### src/rtl/mem_arbiter_pkg.sv
`default_nettype none
// ============================================================================
// mem_arbiter_pkg : shared FSM encoding, port IDs and parameter limits for
//                   the two-port unified memory arbiter.
// Revision        : 1.0 - initial release
// ============================================================================
package mem_arbiter_pkg;

  typedef enum logic [1:0] {
    IDLE   = 2'd0,
    ACCESS = 2'd1,
    WAIT   = 2'd2
  } state_t;

  localparam logic P_CORE = 1'b0;
  localparam logic P_LOAD = 1'b1;

  localparam int MEM_LAT_MIN = 1;

endpackage
`default_nettype wire

### src/rtl/arb_pick2.sv
`default_nettype none
// ============================================================================
// arb_pick2 : combinational two-way winner selection.
//             MEMARB_RR_EN defined -> round-robin, else fixed priority port 0.
// Revision  : 1.0 - initial release
// ============================================================================
module arb_pick2
  import mem_arbiter_pkg::*;
(
  input  logic req0,
  input  logic req1,
  input  logic last_owner,
  output logic winner,
  output logic any_req
);

  assign any_req = req0 | req1;

`ifdef MEMARB_RR_EN
  always_comb begin
    winner = P_CORE;
    if (req0 && req1) begin
      winner = ~last_owner;
    end else if (req1) begin
      winner = P_LOAD;
    end
  end
`else
  logic unused_last_owner;
  assign unused_last_owner = last_owner;

  always_comb begin
    winner = P_CORE;
    if (req1 && !req0) begin
      winner = P_LOAD;
    end
  end
`endif

endmodule
`default_nettype wire

### src/rtl/mem_arbiter.sv
`default_nettype none
// ============================================================================
// mem_arbiter : shares one synchronous memory port between the core (port 0)
//               and the loader/DMA engine (port 1), one access in flight.
//               Optional macro MEMARB_RR_EN selects round-robin arbitration.
// Revision    : 1.0 - initial release
// ============================================================================
module mem_arbiter
  import mem_arbiter_pkg::*;
#(
  parameter int AW      = 32,
  parameter int DW      = 32,
  parameter int MEM_LAT = 1
) (
  input  logic          clk,
  input  logic          reset,
  input  logic          req0,
  input  logic          req1,
  input  logic          we0,
  input  logic          we1,
  input  logic [AW-1:0] addr0,
  input  logic [AW-1:0] addr1,
  input  logic [DW-1:0] wdata0,
  input  logic [DW-1:0] wdata1,
  output logic          gnt0,
  output logic          gnt1,
  output logic          rvalid0,
  output logic          rvalid1,
  output logic [DW-1:0] rdata0,
  output logic [DW-1:0] rdata1,
  output logic [AW-1:0] mem_adr,
  output logic [DW-1:0] mem_wd,
  output logic          mem_we,
  input  logic [DW-1:0] mem_rd
);

  localparam int            CW       = (MEM_LAT > 1) ? $clog2(MEM_LAT) : 1;
  localparam logic [CW-1:0] LAT_LOAD = CW'(MEM_LAT - 1);

  if (MEM_LAT < MEM_LAT_MIN) begin : g_lat_check
    $error("mem_arbiter: MEM_LAT must be at least 1");
  end

  state_t        state;
  state_t        state_nx;
  logic          owner;
  logic          rr_ptr;
  logic          last_owner;
  logic          we_q;
  logic [AW-1:0] adr_q;
  logic [DW-1:0] wd_q;
  logic [CW-1:0] cnt;
  logic          winner;
  logic          any_req;

  // rr_ptr names the port holding priority; the picker wants the last grantee.
  assign last_owner = ~rr_ptr;

  arb_pick2 u_pick (
    .req0       (req0),
    .req1       (req1),
    .last_owner (last_owner),
    .winner     (winner),
    .any_req    (any_req)
  );

  always_comb begin
    state_nx = state;
    case (state)
      IDLE:    if (any_req) state_nx = ACCESS;
      ACCESS:  state_nx = we_q ? IDLE : WAIT;
      WAIT:    if (cnt == '0) state_nx = IDLE;
      default: state_nx = IDLE;
    endcase
  end

  always_comb begin
    gnt0    = (state == ACCESS) && (owner == P_CORE);
    gnt1    = (state == ACCESS) && (owner == P_LOAD);
    mem_we  = (state == ACCESS) && we_q;
    mem_adr = adr_q;
    mem_wd  = wd_q;
  end

  always_ff @(posedge clk) begin
    if (reset) begin
      state   <= IDLE;
      owner   <= P_CORE;
      rr_ptr  <= P_CORE;
      we_q    <= 1'b0;
      adr_q   <= '0;
      wd_q    <= '0;
      cnt     <= '0;
      rdata0  <= '0;
      rdata1  <= '0;
      rvalid0 <= 1'b0;
      rvalid1 <= 1'b0;
    end else begin
      state   <= state_nx;
      rvalid0 <= 1'b0;
      rvalid1 <= 1'b0;
      case (state)
        IDLE: begin
          if (any_req) begin
            owner <= winner;
            we_q  <= winner ? we1    : we0;
            adr_q <= winner ? addr1  : addr0;
            wd_q  <= winner ? wdata1 : wdata0;
          end
        end
        ACCESS: begin
          rr_ptr <= ~owner;
          if (!we_q) cnt <= LAT_LOAD;
        end
        WAIT: begin
          // Counter at zero marks the cycle in which mem_rd carries the data.
          if (cnt == '0) begin
            if (owner == P_CORE) begin
              rdata0  <= mem_rd;
              rvalid0 <= 1'b1;
            end else begin
              rdata1  <= mem_rd;
              rvalid1 <= 1'b1;
            end
          end else begin
            cnt <= cnt - CW'(1);
          end
        end
        default: ;
      endcase
    end
  end

endmodule
`default_nettype wire

### config.mk
export PLATFORM = sky130hd
export DESIGN_NAME = mem_arbiter
export DESIGN_NICKNAME = d
export VERILOG_FILES = /design/src/rtl/mem_arbiter_pkg.sv /design/src/rtl/arb_pick2.sv /design/src/rtl/mem_arbiter.sv
export SDC_FILE = /design/constraint.sdc
export NUM_CORES = 1
export LEC_CHECK = 0
export CAP_MARGIN = 20
export CORE_ASPECT_RATIO = 0.8
export CORE_UTILIZATION = 40
export CTS_CLUSTER_SIZE = 10
export DETAILED_ROUTE_END_ITERATION = 6
export GPL_TIMING_DRIVEN = 0
export PLACE_DENSITY = 0.81
export RECOVER_POWER = 25
export SLEW_MARGIN = 15
export SYNTH_ARGS = -nofsm -noshare
export SYNTH_HDL_FRONTEND = slang
export SYNTH_SLANG_ARGS = --single-unit
export TNS_END_PERCENT = 10
### constraint.sdc
create_clock -name clk -period 1.9 [get_ports clk]
set_input_delay 0.38 -clock clk [delete_from_list [all_inputs] [get_ports clk]]
set_output_delay 0.38 -clock clk [all_outputs]
set_load 0.02 [all_outputs]
==> impl_metrics.ini <==
[setup_path]
timing.critical_path.max_delay_family = buffers and inverters
number_of_cells_traversed_by_the_worst_register_to_register_path = 5
setup.worst_path.class = reg2out
critPathSlowestCell = sky130_fd_sc_hd__clkdlybuf4s50_1
worst_ep_arrival_time_ns = 1.44
crit-reg2reg-capture = mem_wd[29]
critical_path.reg2reg.startpoint = state[1]
critPathRequiredTime_ns = 1.52
crit_path_start_kind = flop
critical_path.cell_chain = clkdlybuf4s50_1
timing.reg2reg.setup_slack_ns = 0.12
path_buf_inv = 1
worst_setup_path_end_kind = primary output
crit_path_max_fanout = 2
critical_path.max_stage_delay_ns = 0.67

[sta]
setup_viol = 0
final_worst_hold_slack_ns = 0.432
worst_pin_slew_ns = 0.709
fin_crit_sh = 0.956
finalClockSkew_ns = 0.0109
achievable_clock_frequency_mhz = 551
unrepaired_setup_endpoints_after_global_routing = no
tns_ns = 0
max-slew-margin-rel = 0.528
finalHoldViolations = 0
final_max_slew_viol_count = 0
timing.final.crit_period_ns = 1.82

[power_and_ir_drop]
power.static_leakage_nw = 3.34
power_per_cell_area_nw_per_um2 = 841
worst_ir_drop_vdd_mv = 0.777

[layout]
final_cells = 1159
area_growth_syn_to_layout_pct = 62.0
layout_commonest_cell = sky130_fd_sc_hd__clkdlybuf4s50_1
final_area_um2 = 9310
layout.cells.most_common_list = 292 x sky130_fd_sc_hd__clkdlybuf4s50_1, 133 x sky130_fd_sc_hd__dfxtp_1, 128 x sky130_fd_sc_hd__nand2_1, 67 x sky130_fd_sc_hd__inv_1, 65 x sky130_fd_sc_hd__a21oi_1
drive_gt1_frac = 0.123
nets = 1134
antenna_cells = 0

[clock_tree]
cts_made_buffers = 17
clk_transition_reported_paths_ns = 0.06
tritoncts_num_sinks = 134
clock_tree.root_cell = sky130_fd_sc_hd__clkbuf_16
clk_latency_worst_skew_pair_ns = 0.40
number_of_h_tree_branching_levels = 4
clk_path_buf_depth = 2
cts_tree = built

[die]
chipHeight_um = 109
die_width_um = 136
core_area_um2 = 13800
ios = 299
floorplan.die_area_um2 = 14900
start_util = 0.417
core.rowCount = 38

[synthesis]
synth-seq-cells = 134
syn-instance-count = 654
synth-seq-area-share = 0.466
synth_largest_area_cell = sky130_fd_sc_hd__dfxtp_1
synth_cell_type_count = 25
synth-warning-count = 0
synth.avg_cell_area_um2 = 8.79
mappedNetlistNets = 820
post-synth-top-area-fraction = 0.466
synth_area_um2 = 5750
netlist_top_cells_area = sky130_fd_sc_hd__dfxtp_1 47%, sky130_fd_sc_hd__a221oi_2 10%, sky130_fd_sc_hd__nand2_1 8.4%, sky130_fd_sc_hd__a21oi_1 5.7%, sky130_fd_sc_hd__or3b_2 5.5%

[place]
post-place-cells = 1129
placement.cell_area_um2 = 8930
dpl.hpwl_um = 15300
globalplace.congestion = 0.873
numPortBuffers = 295

[route]
routed_wire_length_per_instance_um = 17.1
totalWireLength_um = 19900
drtIter0Drc = 305
drc_errors = 0
detailedRoute.firstPassIterationCount = 5
drt-vias-per-instance = 5.06
detail-route-antenna-nets = 0
num_vias = 5862

[outcome]
outcome = completed

[global_route]
grtUsageTotal = 0.267
gr-total-overflow = 0
number_of_global_route_vias_before_repair = 5706
global_route_wire_length_before_repair_um = 30200
antenna_found_initial = 0
grt_max_degree = 17

[hold_path]
hold_path_class = reg2reg
worst_hold_path.endpoint = state[1]
worst_hold_startpoint = we_q
timing.hold.worst_path_depth = 1

[run]
max_cap_check_violation_count = 0
[where the power goes]
part           switching (mW)  total, mW  internal (mW)  leakage [nW]
logic                   0.846       1.70          0.855          1.98
clock network            1.21       3.03           1.82         0.260
registers               0.104       3.11           3.01          1.10
[how the worst max path moves through the flow]
stage                     cells after the start       start  slack, ns     endpoint
after floorplan                               5        req1       0.48   mem_adr[0]
after global placement                        3    state[0]       0.14         gnt1
after detailed placement                      3    state[0]       0.13         gnt1
after CTS                                     3    state[0]       0.02         gnt0
after global routing                          5    state[1]       0.03  mem_adr[16]
final                                         1  mem_wd[31]       0.08   mem_wd[31]
[flip-flops by register name, summed over array words and instances (netlist names)]
register and flops:
we_q 1, rvalid1 1, state 2, rdata1 32
mem_wd 32, mem_adr 32, rdata0 32, rvalid0 1
owner 1
[repair_timing]
action                                  in CTS  in global routing
endpoints found under the setup margin       3                  2
hold buffers                                 0                  0
setup buffers                                0                  0
gates cloned                                 0                  0
resized for setup                            5                  1
[per-layer routing]
layer / share of wire / wire length [µm] / GRT usage
met5: 0 / 0 / 0
met4: 0.021 / 420 / 0.0833
met3: 0.069 / 1370 / 0.0660
met2: 0.48 / 9440 / 0.444
met1: 0.43 / 8640 / 0.339
[cell type report]
cell class / instances / area [µm²]
multi-input combinational: 390 / 2370
tap: 180 / 225
fill: 1138 / 4470
timing repair buffer: 295 / 2950
clock inverter: 12 / 106
buffer: 63 / 282
inverter: 67 / 251
sequential: 134 / 2680
clock buffer: 18 / 439
[cell usage after synthesis, drive strengths merged]
| master | number |
|---|---|
| clkbuf | 25 |
| nor3 | 1 |
| inv | 67 |
| nand2b | 2 |
| buf | 38 |
| o22ai | 14 |
| or3b | 52 |
| a211oi | 1 |
| nand3b | 1 |
| nor3b | 1 |
| o21ai | 52 |
| nand2 | 128 |
| nor2 | 7 |
| a221oi | 65 |
| a21oi | 65 |
| and3b | 1 |
| dfxtp | 134 |
[logic make-up after synthesis]
kind of cell | after synthesis | synth area share
simple gates | 193 | 0.177
buf+inv | 130 | 0.0953
compound gates | 197 | 0.262
flops | 134 | 0.466
[stage by stage]
step                      power (mW)  utilization  setup slack (ns)
after floorplan                 4.02            -             0.476
after global placement          4.92        0.648             0.142
after detailed placement        4.94        0.648             0.133
after CTS                       7.96        0.687            0.0152
after global routing            8.16        0.675            0.0325
final                           7.84        0.675            0.0845
Note: power is estimated with default switching activity, not from simulation.
==> patch 1: new RTL, config.mk and constraints unchanged <==
`MEM_LAT`: 1 -> 2.
--- a/src/rtl/mem_arbiter.sv
+++ b/src/rtl/mem_arbiter.sv
@@ -10,7 +10,7 @@
 #(
   parameter int AW      = 32,
   parameter int DW      = 32,
-  parameter int MEM_LAT = 1
+  parameter int MEM_LAT = 2
 ) (
   input  logic          clk,
   input  logic          reset,
Formal check against the unedited RTL: not equivalent (a bounded check fails within 4 cycles, from zero or initial values and one cycle with reset high).
==> patch 1 against the unedited design <==
Routed wire length decreased by 2.4%. Largest cell class unchanged. Total power rose by 4.2%. Setup slack gained 0.0015 ns. Maximum frequency is essentially flat. Clock skew grew 0.0015 ns. Final cell count rose by 1.9%. Core utilization rose by 2.7 points. Sequential cell count grew 1. Design area is 1.8% lower. Via count up 3.8%. Area after synthesis down 6.1%. Largest power group is now clock. First-iteration DRC count up 0.98%. Critical path depth up 2.
==> patch 1: results (changes against the unedited design) <==
[status]
status=finished clean

[min_path]
hp-start=rdata1[18]
hold_end=rdata1[18]
hold_path_class=flop to flop
hold_depth=2  ; +1

[global_routing]
grt_use_total_pct=27.67  ; +1.0 points
antenna_found_initial=0  ; unchanged
grt_max_degree=17  ; unchanged
grt_pass1_vias=5859  ; +2.7%
grt_first_pass_wirelength_um=30080  ; -0.50%
use_met1_pct=31.88  ; -2.0 points
use_met2_pct=48.90  ; +4.5 points
grtUsageMet3_pct=8.393  ; +1.8 points

[clocking]
clk_latency_ns=0.43  ; +0.03 ns
cts_setup_buffers=0  ; unchanged
cts-root-buf=clkbuf_16
ctsResizeCount=10  ; +5
hold_buffers=0  ; unchanged
clk_pin_slew_ns=0.06  ; about the same
clk_path_buf_depth=2  ; unchanged
h-tree-depth=4  ; unchanged

[route]
drt_wl_total_um=19400  ; -2.4%
drtIter0Drc=308  ; +0.98%
drt-vias-per-instance=5.153  ; +1.9%

[sta]
slew_headroom_pct=61.89  ; +9.1 points
skew_ns=0.01233  ; +0.001466 ns
post-route-period-util_pct=95.48  ; about the same
hold_slack_ns=0.4533  ; +0.02140 ns

[synthesis]
async_flop_share_pct=0  ; unchanged
synthTopCellsByArea=dfxtp_1 50%, nand2_1 18%, a21oi_1 12%
ys_types=23  ; -8.0%
ys_seq_area_share_pct=50.06  ; +3.4 points
syn-mean-instance-area_um2=7.975  ; -9.3%
yosysWarnings=0  ; unchanged
synth_nets=843  ; +2.8%
synth_common_cells=258 x nand2_1, 135 x dfxtp_1, 131 x a21oi_1

[finish]
final_net_count=1159  ; +2.2%
final_cells=1181  ; +1.9%
fillers=1066  ; -6.3%
diodes=0  ; unchanged
layout-drive-gt1-share_pct=6.759  ; -5.5 points
area_delta_synth_final_pct=69.36

[setup_path]
cp-endpoint=gnt1
ff2ff_path_depth=6  ; +1
crit_arrival_ns=1.43
startpoint=state[0]
timing.rr.end=mem_adr[25]
r2r-start=state[1]
cp_max_fo=8  ; +6
r2r_setup_slack_ns=0.17  ; +0.05 ns

[place]
portBuffers=297  ; +0.68%
place.gp.congestion=0.8318  ; -4.7%
dp_hpwl_um=14220  ; -6.8%
dp_slack_ns=-0.2028  ; -0.3354 ns
placed_cells=1149  ; +1.8%
post_dp_cell_area_um2=8591  ; -3.8%

[pwr]
p_sw_share_pct=29.44  ; +1.9 points
vdd.ir_drop.worst_uv=675.0  ; -13%
p_leak_nw=3.304  ; -1.2%

-- patch 1: cell types whose count changed after synthesis, moves of 4 or more --
cell	change
or3b_1	-16
buf_2	-7
buf_6	+4
a21oi_1	+66
inv_1	-66
o21ai_0	-50
or3b_2	-36
a311oi_1	+65
a221oi_2	-40
o22ai_1	-14
nand2_1	+130
clkbuf_1	+7
a221oi_1	-25
-- patch 1: cells by family after synthesis --
group	share of synthesized area, %
buffers and inverters	6.303
DFF	50.06
AOI/OAI and AO/OA	22.94
and+or+nand+nor	20.70
-- patch 1: area by class of cell --
class | count | area share (%)
flip-flops and latches | 135 | 29.61
well taps | 175 | 2.395
plain buffers | 66 | 3.366
clock buffers | 17 | 4.652
repair buffers | 297 | 32.48
clock inverters | 15 | 1.683
inverters | 1 | 0.04105
multi-input cells | 475 | 25.77
-- patch 1: power groups by stage --
stage / Sequential (mW) / Combinational [mW] / Clock (mW)
after floorplan: 3.45 / 0.568 / 0
after global placement: 3.21 / 1.74 / 0
after detailed placement: 3.21 / 1.74 / 0
after CTS: 3.16 / 1.75 / 3.29
after global routing: 3.18 / 1.86 / 3.42
final: 3.16 / 1.74 / 3.27
-- patch 1: routing by layer --
| layer | routed length [um] | up-vias |
|---|---|---|
| met5 | 0 | - |
| met4 | 270 | 0 |
| met3 | 1537 | 23 |
| met2 | 9740 | 228 |
| met1 | 7848 | 2863 |
| li1 | - | 2972 |
-- patch 1: critical path, stage by stage (launching register included) --
cell and delay (ns):
dfxtp_4 0.40, inv_1 0.09, nor3b_1 0.21, clkdlybuf4s15_2 0.32
==> patch 2: new RTL, same settings <==
Made on the original files. Encoding of `state_t`: now one-hot (3 bits for 3 states).
--- a/src/rtl/mem_arbiter_pkg.sv
+++ b/src/rtl/mem_arbiter_pkg.sv
@@ -6,10 +6,10 @@
 // ============================================================================
 package mem_arbiter_pkg;
 
-  typedef enum logic [1:0] {
-    IDLE   = 2'd0,
-    ACCESS = 2'd1,
-    WAIT   = 2'd2
+  typedef enum logic [2:0] {
+    IDLE   = 3'b001,
+    ACCESS = 3'b010,
+    WAIT   = 3'b100
   } state_t;
 
   localparam logic P_CORE = 1'b0;
Formal check against the unedited RTL: no difference found for any inputs over 4 cycles, from zero or initial values and one cycle with reset high; so few cycles prove little.
==> patch 2 against the unedited design <==
Combinational power is 4% higher. Design area down 0.50%. Setup slack better by 0.0029 ns. Critical endpoint is now gnt0. Die area fell by 5.0%. Routed wire length down 10%. Count of clock-buffer cells in the layout did not move. Hold slack better by 0.021 ns. Sequential share of layout area increased by 0.37 points. Sequential cell count grew 1. Area after synthesis is 5.1% lower. Total power increased by 7.5%.
==> patch 2: results (changes against the unedited design) <==
[status]
status=finished clean

[clocking]
clk_latency_ns=0.41
cts_made_buffers=17  ; unchanged
clk_path_buf_depth=2  ; unchanged
h-tree-depth=4  ; unchanged
clk_pin_slew_ns=0.06  ; about the same
cts-root-buf=clkbuf_16

[min_path]
hold_end=rdata1[14]
hold_depth=2  ; +1
hp-start=rdata1[14]
hold_path_class=flop to flop

[setup_path]
cp_max_fo=7  ; +5
ff2ff_path_depth=5  ; unchanged
crit_arrival_ns=1.43
r2r-start=owner
timing.rr.end=rdata1[30]
r2r_setup_slack_ns=0.21  ; +0.09 ns

[pwr]
p_leak_nw=3.315  ; -0.87%
vdd.ir_drop.worst_uv=627.4  ; -19%

[global_routing]
antenna_found_initial=0  ; unchanged
grt_max_degree=17  ; unchanged
grt_use_total_pct=25.44  ; -1.2 points
grt_pass1_vias=5493  ; -3.7%
grt_first_pass_wirelength_um=28170  ; -6.8%

[sta]
hold_slack_ns=0.4525  ; +0.02065 ns
worst_slew_pin_slew_ns=0.5541  ; -0.1545 ns
skew_ns=0.01165  ; +0.0007889 ns

[route]
drt-vias-per-instance=5.039  ; -0.38%
drtIter0Drc=276  ; -9.5%
drt_first_pass_iters=4  ; -1
drt_wl_total_um=17880  ; -10%

[place]
portBuffers=297  ; +0.68%
post_dp_cell_area_um2=8647  ; -3.2%
place.gp.congestion=0.7790  ; -11%
dp_hpwl_um=13510  ; -11%

[synthesis]
synth_common_cells=135 x dfxtp_1, 130 x a21oi_1, 128 x nand2_1
ys_types=24  ; -4.0%
yosysWarnings=0  ; unchanged
synth_edf_count=0  ; unchanged
synthTopCellsByArea=dfxtp_1 50%, a21oi_1 12%, mux2i_1 12%
ys_seq_area_share_pct=49.54  ; +2.9 points
ys.flop_type=dfxtp_1
async_flop_share_pct=0  ; unchanged
synth_nets=771  ; -6.0%

[finish]
diodes=0  ; unchanged
fillers=1058  ; -7.0%
final_net_count=1087  ; -4.1%
layout-drive-gt1-share_pct=8.244  ; -4.0 points

## patch 2: cell count changes after synthesis, moves of 14 or more
cell	delta
a21oi_1	+65
or3b_2	-36
inv_1	-67
o22ai_1	-14
a221oi_2	-40
mux2i_1	+65
o21ai_0	-49
or3b_1	-16
a221oi_1	-25
a211oi_1	+65
## patch 2: how the worst max path moves through the flow
stage,from,endpoint,slack [ns],cells past startpoint
global route,state[0],gnt0,0.02,4
detailed placement,req0,mem_adr[24],-0.23,7
finish,state[0],gnt0,0.09,4
floorplan,state[1],gnt0,0.45,3
CTS,state[0],mem_we,0.02,4
global placement,req0,mem_adr[23],-0.16,7
## patch 2: cells by family (layout without fill, tap and decap cells)
group / count (synthesis) / after routing / synth area share, %
multiplexers: 65 / 65 / 11.93
AND/OR/NAND/NOR: 149 / 149 / 11.47
buffers and inverters: 59 / 388 / 5.963
flip-flops: 135 / 135 / 49.54
AO/OA/AOI/OAI: 197 / 197 / 21.10
## patch 2: per-layer routing
| metal | track usage (%) | share of wire (%) |
|---|---|---|
| met4 | 10.26 | 2.5 |
| met3 | 7.010 | 7.6 |
| met2 | 43.72 | 49 |
| met5 | 0 | 0 |
| met1 | 30.00 | 41 |
## patch 2: power by group
part | switching (mW) | internal, mW
logic | 0.848 | 0.926
registers | 0.123 | 3.04
clock network | 1.27 | 2.21
total | 2.24 | 6.18
## patch 2: area by class of cell
type | count | area, um2 | area share, %
Multi-Input combinational cell | 411 | 2435 | 26.27
Buffer | 59 | 317.8 | 3.429
Sequential cell | 135 | 2705 | 29.19
Tap cell | 175 | 219.0 | 2.363
Clock inverter | 14 | 195.2 | 2.106
Clock buffer | 18 | 429.2 | 4.631
Timing Repair Buffer | 297 | 2967 | 32.01
## patch 2: per-stage QoR
stage | setup TNS, ns | cells | utilization, % | worst slack, ns
final | 0 | 1109 | 70.74 | 0.08738
after global routing | 0 | 1109 | 70.74 | 0.01811
after CTS | 0 | 1109 | 70.73 | 0.01500
after detailed placement | -9.754 | 1077 | 66.00 | -0.2266
after global placement | -7.917 | 1077 | 66.00 | -0.1631
after floorplan | 0 | 605 | - | 0.4476
## patch 2: worst max-delay path: stages, from the launching register on
cell and delay, ns:
dfxtp_2 0.35, nand2b_4 0.15, or2_2 0.28, nor2_1 0.09, buf_4 0.16
## patch 2: what timing repair did
| action | 4_1_cts | 5_1_grt |
|---|---|---|
| resized for setup | 14 | 4 |
| buffers inserted | 0 | 0 |
| setup endpoints to repair | 3 | 4 |
